$ cat src/rtl/ring_johnson_counter.sv
// ring_johnson_counter: a shift counter that runs as a one-hot ring or a
// Johnson (twisted ring) counter, in either direction. It has a synchronous
// parallel load, a registered wrap pulse, and a combinational legality flag.
// Optional self-correction is compiled in with the macro
// RING_JOHNSON_SELF_CORRECT_EN. When it is enabled, an advance from an
// illegal state reloads START.
module ring_johnson_counter #(
   parameter int unsigned WIDTH = 4
) (
   input  logic             cp,
   input  logic             reset,
   input  logic             en,
   input  logic             dir,
   input  logic             mode,
   input  logic             load,
   input  logic [WIDTH-1:0] load_val,
   output logic [WIDTH-1:0] out,
   output logic             wrap,
   output logic             illegal
);

   localparam int unsigned      CW    = $clog2(WIDTH + 1);
   localparam logic [WIDTH-1:0] START = {1'b1, {(WIDTH - 1){1'b0}}};

   logic [CW-1:0]    ones;
   logic [CW-1:0]    edges;
   logic [WIDTH-1:0] shifted;
   logic [WIDTH-1:0] next_adv;

   // Legality of the present state under the current mode: one-hot for ring, at most one bit boundary for Johnson
   always_comb begin
      ones  = '0;
      edges = '0;
      for (int unsigned i = 0; i < WIDTH; i++) begin
         ones = ones + CW'(out[i]);
      end
      for (int unsigned i = 0; i < WIDTH - 1; i++) begin
         edges = edges + CW'(out[i] ^ out[i+1]);
      end
      if (mode) begin
         illegal = (edges > CW'(1));
      end else begin
         illegal = (ones != CW'(1));
      end
   end

   // One-step shift; the bit that wraps around is inverted in Johnson mode (mode=1)
   always_comb begin
      if (dir) begin
         shifted = {out[WIDTH-2:0], mode ^ out[WIDTH-1]};
      end else begin
         shifted = {mode ^ out[0], out[WIDTH-1:1]};
      end
   end

   // Value taken on an advance edge, with optional recovery from illegal states
   always_comb begin
`ifdef RING_JOHNSON_SELF_CORRECT_EN
      next_adv = illegal ? START : shifted;
`else
      next_adv = shifted;
`endif
   end

   // Counter state and wrap pulse; priority is reset, then load, then advance
   always_ff @(posedge cp or posedge reset) begin
      if (reset) begin
         out  <= START;
         wrap <= 1'b0;
      end else if (load) begin
         out  <= load_val;
         wrap <= 1'b0;
      end else if (en) begin
         out  <= next_adv;
         wrap <= (next_adv == START);
      end else begin
         wrap <= 1'b0;
      end
   end

endmodule
$ cat config.mk
export PLATFORM = sky130hd
export DESIGN_NAME = ring_johnson_counter
export DESIGN_NICKNAME = d
export VERILOG_FILES = /design/src/rtl/ring_johnson_counter.sv
export SDC_FILE = /design/constraint.sdc
export NUM_CORES = 1
export LEC_CHECK = 0
export ABC_AREA = 1
export BUFFER_PORTS_ARGS = -buffer_cell sky130_fd_sc_hd__buf_4
export CAP_MARGIN = 20
export CORE_AREA = 2 2 39 41
export CTS_BUF_LIST = sky130_fd_sc_hd__clkbuf_8 sky130_fd_sc_hd__clkbuf_16
export DETAILED_ROUTE_END_ITERATION = 8
export DIE_AREA = 0 0 41 43
export HOLD_SLACK_MARGIN = 0.03
export PLACE_DENSITY = 0.59
export RECOVER_POWER = 25
export SYNTH_ARGS = -nofsm -noshare
export SYNTH_HDL_FRONTEND = slang
export SYNTH_SLANG_ARGS = --single-unit
$ cat constraint.sdc
create_clock -name cp -period 2.6 [get_ports cp]
set_clock_uncertainty 0.2 [all_clocks]
set_input_delay 0.13 -clock cp [delete_from_list [all_inputs] [get_ports cp]]
set_output_delay 0.13 -clock cp [all_outputs]
set_load 0.01 [all_outputs]
Word-level counts from Yosys, hierarchy flattened. Cells that the tools add are included. Widths: inputs -> output; s select.

Register bits after elaboration: 5. Bits in latches: 0. Bits in writable memories: 0. ROM bits: 0. Output and inout port bits: 6. Memories kept: 0.

Add/subtract/negate cells: 5. $mul: 0. Div/mod/pow operators: 0. Order comparisons: 1. Equality and inequality tests: 2. Shift operators: 0. Multiplexer cells: 6. Bitwise logic cells: 5. Reductions and logical operators: 1.

Operators by type and width (number): $mux 4 (3); $add 2x1->3 (2); $xor 1x1->1 (5); $add 1x1->2 (2); $eq 4x4->1 const B (1); $add 3x1->3 (1); $gt 3x1->1 const B (1); $mux 1 (3); $ne 3x1->1 const B (1); $reduce_bool 2->1 (1).

Logic depth before layout (Yosys ltp).
Word-level depth: 5. Mapped depth: 7. Gate-level depth less buffers: 7.

Least setup slack after synthesis. OpenSTA, ideal clock, no wires.

Path type: register to output. Start point: reg out[3]. End point: out illegal. Arrival: 1821 ps. Path slack: 449 ps. Cell stages (with the launch flop): 8. Cell sequence: dfstp_2 > inv_2 > fa_1 > inv_1 > ha_1 > ha_1 > nor3_1 > a21oi_1.

Longest elaborated chain between the ends: 4. Elaborated cells on any way between the ends: 6.

Ends and longest elaborated chain: start: declaration (RTL line 17) `output logic [WIDTH-1:0] out,`; start signal: assignment (RTL line 71) `out <= load_val;`; start signal: assignment (RTL line 74) `out <= next_adv;`; $xor 1x1->1 (RTL line 38) `edges = edges + CW'(out[i] ^ out[i+1]);`; $add 2x1->3 (RTL line 38); $gt 3x1->1 (RTL line 41) `illegal = (edges > CW'(1));`; $mux 1 (*) (RTL line 40) `if (mode) begin`; end: declaration (RTL line 19) `output logic illegal`.

Every way passes the cells marked *; elsewhere a longest branch is shown, timed or not.

Worst setup path after layout.
Start point: reg out[1]. End point: out illegal.

Longest elaborated chain between the ends: 5. Elaborated cells on any way between the ends: 10.

Ends and longest elaborated chain (RTL line): $add 1x1->2 or $xor 1x1->1 (tied branches) (35, 38); $add 2x1->3 or $add 1x1->2 (tied branches) (35, 38); $add 3x1->3 or $add 2x1->3 (tied branches) (35, 38); $ne 3x1->1 or $gt 3x1->1 (tied branches) (43, 41); $mux 1 (*) (40).

Marked as above.

==> qor.yml <==
die_w_um: 41
crit_family: "adder cells"
setup_tns_ns: 0
synth_seq_area_share_pct: 30.6
drc: 0
gr-usage-all-layers_pct: 12.9
grt_pass1_vias: 407
cp_max_fo: 6
netlist_top_cells_area: "dfrtp_1 24%, nand2_1 19%, ha_1 12%"
finalPower_uw: 364
fin_crit_sh_pct: 94.1
synth_top_cell_by_area: "dfrtp_1"
gp_congestion: 0.820
drtIter0Drc: 11
synth_commonest_cells: "21 x nand2_1, 8 x inv_1, 5 x nand3_1"
die_h_um: 43
yosysUniqueCellTypes: 15
cts_resized: 0
cts.sinks: 5
rows: 14
finalNonFillerCells: 105
drtPass1Iterations: 4
post-route-util_pct: 50.3
power.static_leakage_nw: 0.385
synth_top_area_share_pct: 24.2
setup_violations: 0
cts_buffer_depth: 2
grt-ovfl-total: 0
synthSimpleGateAreaFrac_pct: 31.5
port_buffers: 15
ir_worst_vdd_mv: 0.305
seq_area_um2: 126
cap_violations: 0
syn_area_per_cell_um2: 7.00
n_antenna_cell: 0
dp_hpwl_um: 788
io_pins: 16
syn-cell-area_um2: 413
power_density_mw_per_mm2: 524
crit_buf_inv: 3
crit_path_start_kind: "flip-flop"
synth_top_family_by_area: "simple AND/OR/NAND/NOR gates"
root_buffer: "clkbuf_8"
grt_max_degree: 7
antenna_found_initial: 0
synth_mux_area_share_pct: 0
rsz0062_at_grt: "no"
yosysMostFrequentCell: "nand2_1"
cp-end-kind: "output pin"
yosys_warnings: 0
synth_adder_area_share_pct: 17.0
cpPeakStageDelay_ns: 0.51
synth_compound_area_share_pct: 9.70
synth_edf_count: 0
nNetsFinal: 105
grt_pass1_wl_um: 1560
synth_ff_type: "dfrtp_1"
worstPathRequired_ns: 2.27
slew_violations: 0
worst_pin_slew_ns: 0.295
min_path_type: "input port to flip-flop"
outcome: "finished clean"
avgRoutedWirePerCell_um: 9.76
ys_async_sr_fraction_pct: 100
wirelength_um: 1030
relSlewSlack_pct: 80.2
crit_chain: "inv_1 > fa_1 > inv_1 > ha_1 > ha_1 > nor3_1 > a21oi_1 > buf_4"
viasPerCell: 4.50
max_freq_mhz: 409
hold_viol: 0
arrival_ns: 2.12
nFillCells: 141
cts_inserted_buffers: 3
dp_cells: 91
slowest_stage: "fa_1"
multi_input_area_um2: 249
drtAntennaViolNets: 0
clkSlewWorstSetupHoldPaths_ns: 0.03
synth_nets: 74
start_util_pct: 29.8
synth_seq_cells: 5
cts_tree: "done"
die_area_mm2: 0.00176
core_mm2: 0.00138
fin_crit_ns: 2.45
clk_latency_ns: 0.22
area_delta_synth_final_pct: 68.5
crit_type: "flip-flop to output pin"
synthCells: 59
drive_gt1_share_pct: 27.0
synthXorXnorAreaFrac_pct: 2.12
vias: 472
h-tree-depth: 1
[worst paths after layout]
| path | start | endpoint | slack, ns | cells past startpoint |
|---|---|---|---|---|
| hold / removal | dir | out[3] | 0.08 | 4 |
| hold reg to reg | out[1] | out[2] | 0.52 | 4 |
| setup reg to reg | out[3] | out[3] | 0.95 | 4 |
| min in group asynchronous | reset | out[0] | 0.18 | 3 |
| max in group asynchronous | reset | out[3] | 1.78 | 3 |
| setup / recovery | out[1] | illegal | 0.15 | 8 |
[logic make-up after synthesis]
kind of cell / Yosys count
AND/OR/NAND/NOR: 32
buffers and inverters: 10
AO/OA/AOI/OAI: 6
adder cells (fa/ha/maj): 5
flip-flops: 5
XOR/XNOR: 1
[metal layers]
| metal | up-vias | wire (um) | GRT usage (%) | share of wire, % |
|---|---|---|---|---|
| met1 | 211 | 443 | 15.2 | 43 |
| met2 | 16 | 527 | 21.3 | 51 |
| met5 | - | 0 | 0 | 0 |
| met4 | 0 | 0 | 6.67 | 0 |
| li1 | 245 | - | - | - |
| met3 | 0 | 54 | 1.57 | 5.3 |
[sequential cells by signal (all words and copies together), names as in the netlist]
signal / count
wrap: 1
out: 4
[metrics by stage]
step                      cell area [um2]  hold WS [ns]  worst slack [ns]
after floorplan                       413        -0.292             0.449
after global placement                553        -0.154             0.354
after detailed placement              553        -0.154             0.303
after CTS                             688        0.0660            0.0648
after global routing                  696         0.100            0.0187
final                                 696        0.0752             0.153
[where the power goes]
part / total [mW] / switching [mW] / leakage (nW) / internal [mW]
sequential: 0.0949 / 0.00823 / 0.0610 / 0.0867
clock: 0.137 / 0.0362 / 0.0269 / 0.101
combinational: 0.132 / 0.0639 / 0.297 / 0.0681
[cell usage in the layout, fill, tap and decap left out, drive strengths merged, types with 4 or more instances in the layout]
| master | netlist | routed |
|---|---|---|
| dlygate4sd3 | 0 | 9 |
| a22oi | 4 | 4 |
| clkbuf | 0 | 4 |
| dfrtp | 4 | 4 |
| buf | 0 | 16 |
| nor2 | 5 | 5 |
| inv | 10 | 11 |
| ha | 4 | 4 |
| nand3 | 5 | 5 |
| nand2 | 21 | 21 |
[layout make-up]
type	instances	area share (%)
flip-flops and latches	5	18.2
inverters	10	5.40
clock buffers	3	5.94
well taps	16	2.88
clock inverters	1	0.540
multi-input cells	44	35.8
repair buffers	26	31.3
[tightest hold or removal path, cell delays in order]
cell	delay [ns]
buf_4	0.12
nand2_1	0.06
nand3_1	0.11
nand2_1	0.06
[repair_timing]
action	in CTS	in global routing
hold endpoints to repair	9	0
endpoints found under the setup margin	0	1
buffers inserted	0	1
hold buffers	9	0
Power figures use the tool's default switching activity.
